--- src/rtl/pwm_capture.sv ---
// Servo-style PWM receiver: measures high time and rise-to-rise period in
// microseconds on a CLK_DIV-cycle timebase, with glitch rejection and timeout.
module pwm_capture #(
  parameter int CLK_DIV    = 100,
  parameter int MIN_WIDTH  = 500,
  parameter int MAX_WIDTH  = 2500,
  parameter int TIMEOUT_US = 25000
) (
  input  logic        CLK,
  input  logic        RST,
  input  logic        PWM_IN,
  output logic [31:0] pulse_width,
  output logic [31:0] period,
  output logic        width_valid,
  output logic        period_valid,
  output logic        in_range,
  output logic        timeout
);

  localparam int          PW      = (CLK_DIV > 1) ? $clog2(CLK_DIV) : 1;
  localparam logic [PW-1:0] PS_LAST = PW'(CLK_DIV - 1);
  localparam logic [31:0] TO_LIM  = 32'(TIMEOUT_US);
  localparam logic [31:0] MIN_W   = 32'(MIN_WIDTH);
  localparam logic [31:0] MAX_W   = 32'(MAX_WIDTH);

  typedef enum logic [1:0] {WAIT_RISE, HIGH, LOW} state_t;

  state_t        state_reg, state_next;
  logic [2:0]    sync_reg;
  logic [2:0]    fill_reg;
  logic [PW-1:0] presc_reg;
  logic [31:0]   hi_cnt_reg, per_cnt_reg;

  logic        s2, s3, rise, fall, tick, to_hit, range_ok;
  logic [31:0] hi_cap, per_cap;
  logic        load_width, load_period, set_timeout;

  // fill_reg marks when s2/s3 both hold real samples after reset, so a pulse
  // that was already high at reset release is never mistaken for a rise.
  assign s2   = sync_reg[1];
  assign s3   = sync_reg[2];
  assign rise = s2 & ~s3 & fill_reg[2];
  assign fall = ~s2 & s3 & fill_reg[2];
  assign tick = (presc_reg == PS_LAST);

  // Captured values include a tick landing in the same cycle, saturating.
  assign hi_cap   = hi_cnt_reg  + 32'(tick && (hi_cnt_reg  != TO_LIM));
  assign per_cap  = per_cnt_reg + 32'(tick && (per_cnt_reg != TO_LIM));
  assign to_hit   = (per_cnt_reg == TO_LIM);
  assign range_ok = (hi_cap >= MIN_W) && (hi_cap <= MAX_W);

  always_ff @(posedge CLK) begin
    if (!RST) begin
      sync_reg    <= '0;
      fill_reg    <= '0;
      presc_reg   <= '0;
      hi_cnt_reg  <= '0;
      per_cnt_reg <= '0;
    end else begin
      sync_reg  <= {sync_reg[1:0], PWM_IN};
      fill_reg  <= {fill_reg[1:0], 1'b1};
      presc_reg <= (rise || tick) ? '0 : presc_reg + 1'b1;
      if (rise) begin
        hi_cnt_reg  <= '0;
        per_cnt_reg <= '0;
      end else begin
        per_cnt_reg <= per_cap;
        if (state_reg == HIGH) hi_cnt_reg <= hi_cap;
      end
    end
  end

  always_ff @(posedge CLK) begin
    if (!RST) state_reg <= WAIT_RISE;
    else      state_reg <= state_next;
  end

  // Priority: rise, then timeout, then fall.
  always_comb begin
    state_next = state_reg;
    if (rise) begin
      state_next = HIGH;
    end else if (to_hit) begin
      state_next = WAIT_RISE;
    end else begin
      case (state_reg)
        HIGH:    if (fall) state_next = (hi_cap == '0) ? WAIT_RISE : LOW;
        default: state_next = state_reg;
      endcase
    end
  end

  always_comb begin
    load_width  = 1'b0;
    load_period = 1'b0;
    set_timeout = 1'b0;
    if (rise) begin
      load_period = (state_reg == LOW);
    end else if (to_hit) begin
      set_timeout = 1'b1;
    end else if ((state_reg == HIGH) && fall && (hi_cap != '0)) begin
      load_width = 1'b1;
    end
  end

  always_ff @(posedge CLK) begin
    if (!RST) begin
      pulse_width  <= '0;
      period       <= '0;
      width_valid  <= 1'b0;
      period_valid <= 1'b0;
      in_range     <= 1'b0;
      timeout      <= 1'b0;
    end else begin
      width_valid  <= load_width;
      period_valid <= load_period;
      if (load_width) begin
        pulse_width <= hi_cap;
        in_range    <= range_ok;
      end
      if (load_period) period <= per_cap;
      if (rise) begin
        timeout <= 1'b0;
      end else if (set_timeout) begin
        timeout  <= 1'b1;
        in_range <= 1'b0;
      end
    end
  end

endmodule
--- config.mk ---
export PLATFORM = sky130hd
export DESIGN_NAME = pwm_capture
export DESIGN_NICKNAME = d
export VERILOG_FILES = /design/src/rtl/pwm_capture.sv
export SDC_FILE = /design/constraint.sdc
export NUM_CORES = 1
export LEC_CHECK = 0
export CAP_MARGIN = 15
export CORE_MARGIN = 2
export CORE_UTILIZATION = 60
export DETAILED_ROUTE_END_ITERATION = 12
export HOLD_SLACK_MARGIN = 0.05
export PLACE_DENSITY = 0.91
export SLEW_MARGIN = 20
export SYNTH_ARGS = -nofsm -noshare
export SYNTH_HDL_FRONTEND = slang
export SYNTH_SLANG_ARGS = --single-unit
--- constraint.sdc ---
create_clock -name CLK -period 11.4 [get_ports CLK]
set_input_delay 1.14 -clock CLK [delete_from_list [all_inputs] [get_ports CLK]]
set_output_delay 1.14 -clock CLK [all_outputs]
set_load 0.02 [all_outputs]
# After elaboration in Yosys (flattened, before gate mapping)
# Cells that the tools add are included.
classes:
  add_sub_neg: 3
  mul: 0
  div: 0
  n_lt_le_gt_ge: 2
  eq_ne: 6
  shifts: 0
  n_mux: 15
  bitwise: 7
  reduce_logical: 15
ops:
  columns: ["cell", "count"]
  rows:
  - ["$add 32x1->32", 2]
  - ["$ne 32x15->1 const B", 2]
  - ["$eq 32x15->1 const B", 1]
  - ["$ge 32x9->1 const B", 1]
  - ["$le 32x12->1 const B", 1]
  - ["$logic_not 32->1", 1]
  - ["$reduce_bool 32->1", 1]
  - ["$mux 1", 14]
  - ["$add 7x1->7 const B", 1]
  - ["$eq 7x7->1 const B", 1]
  - ["$reduce_bool 3->1", 2]
  - ["$logic_and 1x1->1", 5]
  - ["$and 1x1->1", 4]
  - ["$reduce_and 2->1", 2]
  - ["$reduce_or 2->1", 2]
  - ["$not 1->1", 3]
  - ["$reduce_or 3->1", 1]
  - ["$eq 2x1->1 const B", 1]
  - ["$eq 2x2->1 const B", 1]
  - ["$mux 2", 1]
  - ["$logic_or 1x1->1", 1]
word_totals:
  regBits: 147
  latch_bits: 0
  ramBits: 0
  romBits: 0
  input_bits: 3
  elab_cells: 62
  memories: 0

# Logic depth before layout (Yosys ltp)
logic_depth:
  word_depth: 11
  depth_mapped: 19
  depth_no_buf: 16

# Least setup slack after synthesis
# OpenSTA, ideal clock, no wires.
synth_timing:
  path_type: "register to register"
  startpoint: "reg presc_reg[0]"
  endpoint: "reg pulse_width[11]"
  setup_ps: 81
  arrival_ps: 3701
  slack_ps: 7618
  path_stages_with_launch: 17
  synth_period_minus_slack_ps: 3782
  path_cell_list: "dfxtp_1 -> ha_1 -> nand4b_1 -> or3_1 -> nor2_1 -> ha_1 -> ha_1 -> nand4_1 -> or4_1 -> buf_2 -> nor4_4 -> xnor2_1 -> nor4b_4 -> and4_4 -> nor2_4 -> buf_6 -> a211oi_2"
synth_between:
  elab_chain_len: 8
synth_lines:
  columns: ["element", "line", "source"]
  rows:
  - ["from (decl)", "31", "logic [PW-1:0] presc_reg;"]
  - ["from (signal assigned)", "62", "presc_reg <= (rise || tick) ? '0 : presc_reg + 1'b1;"]
  - ["$eq 7x7->1 *", "44", "assign tick = (presc_reg == PS_LAST);"]
  - ["$logic_and 1x1->1 *", "47", "assign hi_cap = hi_cnt_reg + 32'(tick && (hi_cnt_reg != TO_LIM));"]
  - ["$add 32x1->32 *", "47", null]
  - ["$reduce_bool 32->1", "101", "end else if ((state_reg == HIGH) && fall && (hi_cap != '0)) begin"]
  - ["$logic_and 1x1->1", "101", null]
  - ["$mux 1", "101", null]
  - ["$mux 1", "99", "end else if (to_hit) begin"]
  - ["$mux 1", "97", "if (rise) begin"]
  - ["to (signal assigned)", "118", "pulse_width <= hi_cap;"]
  - ["to (decl)", "12", "output logic [31:0] pulse_width,"]
# Mark *: on every way between the ends. The rest lies on a longest branch, timed or not.
# A chain may end at the register's enable or synchronous reset.

# Worst setup path in the final report
layout_timing:
  startpoint: "reg hi_cnt_reg[4]"
  endpoint: "reg in_range"
layout_between:
  elab_chain_len: 11
  elab_cells_between_ends: 14
  cone_classes: "add/sub: 1; order compare: 2; eq/ne: 1; mux: 6; reduce/logical: 4"
layout_lines:
  columns: ["element", "line", "source"]
  rows:
  - ["from (decl)", "32", "logic [31:0] hi_cnt_reg, per_cnt_reg;"]
  - ["from (signal assigned)", "68", "if (state_reg == HIGH) hi_cnt_reg <= hi_cap;"]
  - ["$ne 32x15->1", "47", null]
  - ["$logic_and 1x1->1", "47", null]
  - ["$add 32x1->32 *", "47", null]
  - ["branches (longest 5 deep; another with $ge 32x9->1)", null, null]
  - ["$mux 1 *", "117", "if (load_width) begin"]
  - ["$mux 1", "124", "end else if (set_timeout) begin"]
  - ["$mux 1 *", "122", "if (rise) begin"]
  - ["to (signal assigned)", "119", "in_range <= range_ok;"]
  - ["to (decl)", "16", "output logic in_range,"]
# Mark *: on every way between the ends.

==> out/results.env <==
CP.ARRIVAL_NS=5.25
DIODES_INSERTED=0
IO_BUFFERS=70
CRITPATHSLOWESTCELL='sky130_fd_sc_hd__or4_1'
POWER.SHARE.COMBINATIONAL=0.018
CTS_BUFFER_DEPTH=2
YS.FLOP_TYPE='sky130_fd_sc_hd__dfxtp_1'
GRT_OVERFLOW=0
SUM_OF_NET_HALF_PERIMETERS_AFTER_DETAILED_PLACEMENT_UM=10820
WORST_SLEW_PIN_SLEW_NS=1.169
DRTANTENNAVIOLNETS=0
NUMBER_OF_PINS_WITH_NEGATIVE_MAX_SLEW_SLACK_IN_THE_FINAL_REPORT=0
YS_FF_LATCH=147
BOUNDARYPINS=71
FINALWORSTPATHREQUIREDPERIOD_NS=4.951
SYNTH_AREA_LEADER_CELL='sky130_fd_sc_hd__dfxtp_1'
ANTENNA_FOUND_INITIAL=0
SEQ_POWER_SHARE=0.474
CRIT_REQUIRED_NS=11.70
HOLD_VIOL=0
GRTUSAGETOTAL=0.2864
SYNTH.YOSYS.WARNINGS=0
VIA_COUNT=6200
CP_DELAY_BY_FAMILY_TOP='simple AND/OR/NAND/NOR gates'
POWER.STATIC_LEAKAGE_uW=0.002759
MIN_FROM='sync_reg[0]'
MAX_SLEW_HEADROOM_AT_THE_WORST_PIN=0.2135
CLK_TRANSITION_REPORTED_PATHS_NS=0.06
CLOCK_SINKS=147
POST-CTS-SETUP-BUFFERS=0
MAXIMUM_CAPACITANCE_VIOLATIONS=0
FRACTION_OF_LAYOUT_CELLS_WITH_A_SIZE_SUFFIX_ABOVE_1=0.09953
WORSTSETUPSTARTPOINT='hi_cnt_reg[4]'
CTS-HOLD-FIX-BUFFERS=0
CLOCKROOTBUFFER='sky130_fd_sc_hd__clkbuf_16'
ROW_COUNT=39
PRECTSSETUPSLACK_NS=6.618
TOP_SIGNAL_LAYER_USED='met4'
CRIT_PATH_END_KIND='flop'
SYNTHDISTINCTLIBCELLS=61
MET3_LENGTH_UM=1374
SYNTH_NETS=806
YOSYSTOPAREACELLSHARE=0.4196
NET_SWITCHING_COMPONENT_OF_THE_POWER_uW=255.7
CLOCK-SKEW-FINAL_NS=0.008218
TIMING.SETUP.CRITICAL_PATH_CLASS='flop to flop'
CRITICAL_PATH_PEAK_FANOUT=33
POST_CTS.RESIZED_INSTANCES=0
MAX_FREQ_MHz=202.0
FINALWORSTSETUPSLACK_NS=6.449
FINAL_NETS=839
PLACED_CELLS=955
CRITICAL_PATH.STARTPOINT_TYPE='flop'
POWER_uW=1090
DETAIL_ROUTE.ITER0.VIOLATIONS=608
GRT_FIRST_PASS_WIRELENGTH_UM=29510
CELLINTERNALPOWER_uW=834.5
FLOORPLAN.DIE_AREA_MM2=0.01257
FINALCRITPERIODSHARE=0.4343
WORST_HOLD_SLACK_NS=0.4503
CTS_TREE='done'
SETUP_VIOLATING_ENDPOINT_COUNT_IN_THE_FINAL_REPORT=0
SYNTH_COMMONEST_CELLS='sky130_fd_sc_hd__dfxtp_1 (147), sky130_fd_sc_hd__nor2_1 (118), sky130_fd_sc_hd__nand2_1 (53)'
MAXIMUM_NUMBER_OF_PINS_ON_ONE_NET_BEFORE_GLOBAL_ROUTE_REPAIR=64
CLOCK_POWER_SHARE=0.508
POSTSYNTH.ASYNCRESETSHARE=0
DIE_Y_UM=112.1
FIN_SETUP_TNS_NS=0
TOTALWIRELENGTH_UM=17760
HOLDCRITPATHCLASS='flop to flop'
ROUTEDWLPERCELL_UM=17.99
NUMBER_OF_ENABLE_TYPE_REGISTER_CELLS_IN_THE_SYNTHESIZED_NETLIST=0
TIMING.RR.START='hi_cnt_reg[4]'
VDD_DROP_MAX_V=0.0001185
DRCVIOLATIONCOUNT=0
DRT_PASS_1_ITERS=5
SYNTH_AREA_MM2=0.007014
NUMBER_OF_GLOBAL_ROUTE_VIAS_BEFORE_REPAIR=5867
CRIT_PATH_MAX_INCR_DELAY_NS=0.79
FP.DIEW_UM=112.1
LAYOUT-AREA-OVERHEAD-VS-SYNTH_PCT=17.36
INITIAL_UTILIZATION=0.6143
GRT_SETUP_UNREPAIRED='no'
LAYOUT.CELLS.NON_FILLER=987
HTREE_LEVELS=4
MOST_COMMON_CELL_IN_THE_NETLIST='sky130_fd_sc_hd__dfxtp_1'
POWER_SWITCHING_SHARE=0.2345
SYNTH_AREA_PER_CELL_UM2=8.790
SYNTH_CELLS=798
CTS_BUFFERS=17
PLACE_CONGESTION=0.9544
INSERTION_DELAY_NS=0.43
YOSYS-TOP-CELLS-AREA='sky130_fd_sc_hd__dfxtp_1 (42%), sky130_fd_sc_hd__nor2_1 (6.3%), sky130_fd_sc_hd__xor2_1 (5.7%)'
CRITICAL_PATH.CELL_CHAIN='nor2_1, nand2_1, nor4b_1, nand4_1, nor4_1, nor2_1, ha_1, ha_1, nand4_1, or4_1, nor4_4, xnor2_1, nor4b_4, nand4_4, nand2_1, o41ai_2'
WL_MET2_UM=8130
FP.COREAREA_MM2=0.01142
POST_DRT_VIA_CELL_RATIO=6.282
STATUS='completed'
SEQ_AREA_FRAC_SYNTH=0.4196
WORST-PATH-BUF-INV=0
POWER_PER_CELL_AREA_mW_PER_MM2=132.4
DRT-MET1-WL_UM=7734
[cells by family (layout without fill, tap and decap cells)]
| logic type | after synthesis | in the layout | synth area share |
|---|---|---|---|
| flops | 147 | 147 | 0.4196 |
| mux | 3 | 3 | 0.004281 |
| compound gates | 136 | 136 | 0.1463 |
| buf+inv | 67 | 113 | 0.04566 |
| simple gates | 354 | 354 | 0.2679 |
| xor+xnor | 86 | 86 | 0.1074 |
| fa+ha+maj | 5 | 5 | 0.008919 |
[cells in the final DEF (no fill, tap or decap), types with 3 or more instances in the layout]
cell                              count
sky130_fd_sc_hd__or4_1                3
sky130_fd_sc_hd__nand4_1             21
sky130_fd_sc_hd__nand2_1             52
sky130_fd_sc_hd__nor2_1             117
sky130_fd_sc_hd__ha_1                 5
sky130_fd_sc_hd__a31oi_1              5
sky130_fd_sc_hd__a21oi_1             42
sky130_fd_sc_hd__dfxtp_1            147
sky130_fd_sc_hd__clkinv_4             3
sky130_fd_sc_hd__xnor2_1             40
sky130_fd_sc_hd__clkbuf_16           17
sky130_fd_sc_hd__or2_2                3
sky130_fd_sc_hd__and2_1              10
sky130_fd_sc_hd__clkdlybuf4s50_1     70
sky130_fd_sc_hd__xor2_1              46
sky130_fd_sc_hd__a211oi_2            20
sky130_fd_sc_hd__inv_8                4
sky130_fd_sc_hd__inv_6                3
sky130_fd_sc_hd__mux2i_1              3
sky130_fd_sc_hd__inv_1                5
sky130_fd_sc_hd__nand2_2              4
sky130_fd_sc_hd__a211oi_1            39
sky130_fd_sc_hd__nand3_1             36
sky130_fd_sc_hd__and3_1              18
sky130_fd_sc_hd__and4_1               7
sky130_fd_sc_hd__nor4b_1              3
sky130_fd_sc_hd__nor3_2               4
sky130_fd_sc_hd__o21ai_0             10
sky130_fd_sc_hd__or3_1               13
sky130_fd_sc_hd__nor4_1              18
sky130_fd_sc_hd__nor3_1              23
sky130_fd_sc_hd__buf_4                5
[stage by stage]
| stage | utilization | area [um2] |
|---|---|---|
| 2_1_floorplan | - | 7014 |
| 3_3_place_gp | 0.6696 | 7646 |
| 3_5_place_dp | 0.6696 | 7646 |
| 4_1_cts | 0.7209 | 8232 |
| 5_1_grt | 0.7209 | 8232 |
| 6_report | 0.7209 | 8232 |
[worst paths after layout]
check | end | depth (start not counted) | slack [ns]
setup / recovery | in_range | 16 | 6.45
hold / removal | sync_reg[1] | 1 | 0.45
setup reg to reg | in_range | 16 | 6.45
hold reg to reg | sync_reg[1] | 1 | 0.45
[worst reg2reg max path: stages (launching register included)]
cell	delay, ns
sky130_fd_sc_hd__dfxtp_1	0.67
sky130_fd_sc_hd__nor2_1	0.13
sky130_fd_sc_hd__nand2_1	0.08
sky130_fd_sc_hd__nor4b_1	0.05
sky130_fd_sc_hd__nand4_1	0.11
sky130_fd_sc_hd__nor4_1	0.07
sky130_fd_sc_hd__nor2_1	0.11
sky130_fd_sc_hd__ha_1	0.22
sky130_fd_sc_hd__ha_1	0.40
sky130_fd_sc_hd__nand4_1	0.26
sky130_fd_sc_hd__or4_1	0.79
sky130_fd_sc_hd__nor4_4	0.37
sky130_fd_sc_hd__xnor2_1	0.20
sky130_fd_sc_hd__nor4b_4	0.39
sky130_fd_sc_hd__nand4_4	0.52
sky130_fd_sc_hd__nand2_1	0.35
sky130_fd_sc_hd__o41ai_2	0.12
[layer usage]
layer  up-vias  GRT usage
li1       2903          -
met2       320     0.4474
met5         -          0
met3        61    0.07559
met1      2916     0.3816
met4         0     0.1122
[layout make-up]
type	count	area (um2)
flip-flops and latches	147	2943
inverters	6	22.52
clock inverters	13	142.6
multi-input cells	584	3764
repair buffers	75	738.2
fillers	774	3187
clock buffers	19	442.9
well taps	143	178.9
[power by group through the flow]
stage / logic [uW] / registers [uW] / clock network [uW]
after floorplan: 15.0 / 528 / 0
after global placement: 18.7 / 528 / 0
after detailed placement: 19.1 / 528 / 0
after CTS: 19.5 / 517 / 553
after global routing: 21.5 / 517 / 575
final: 19.7 / 517 / 553
Power figures use the tool's default switching activity.
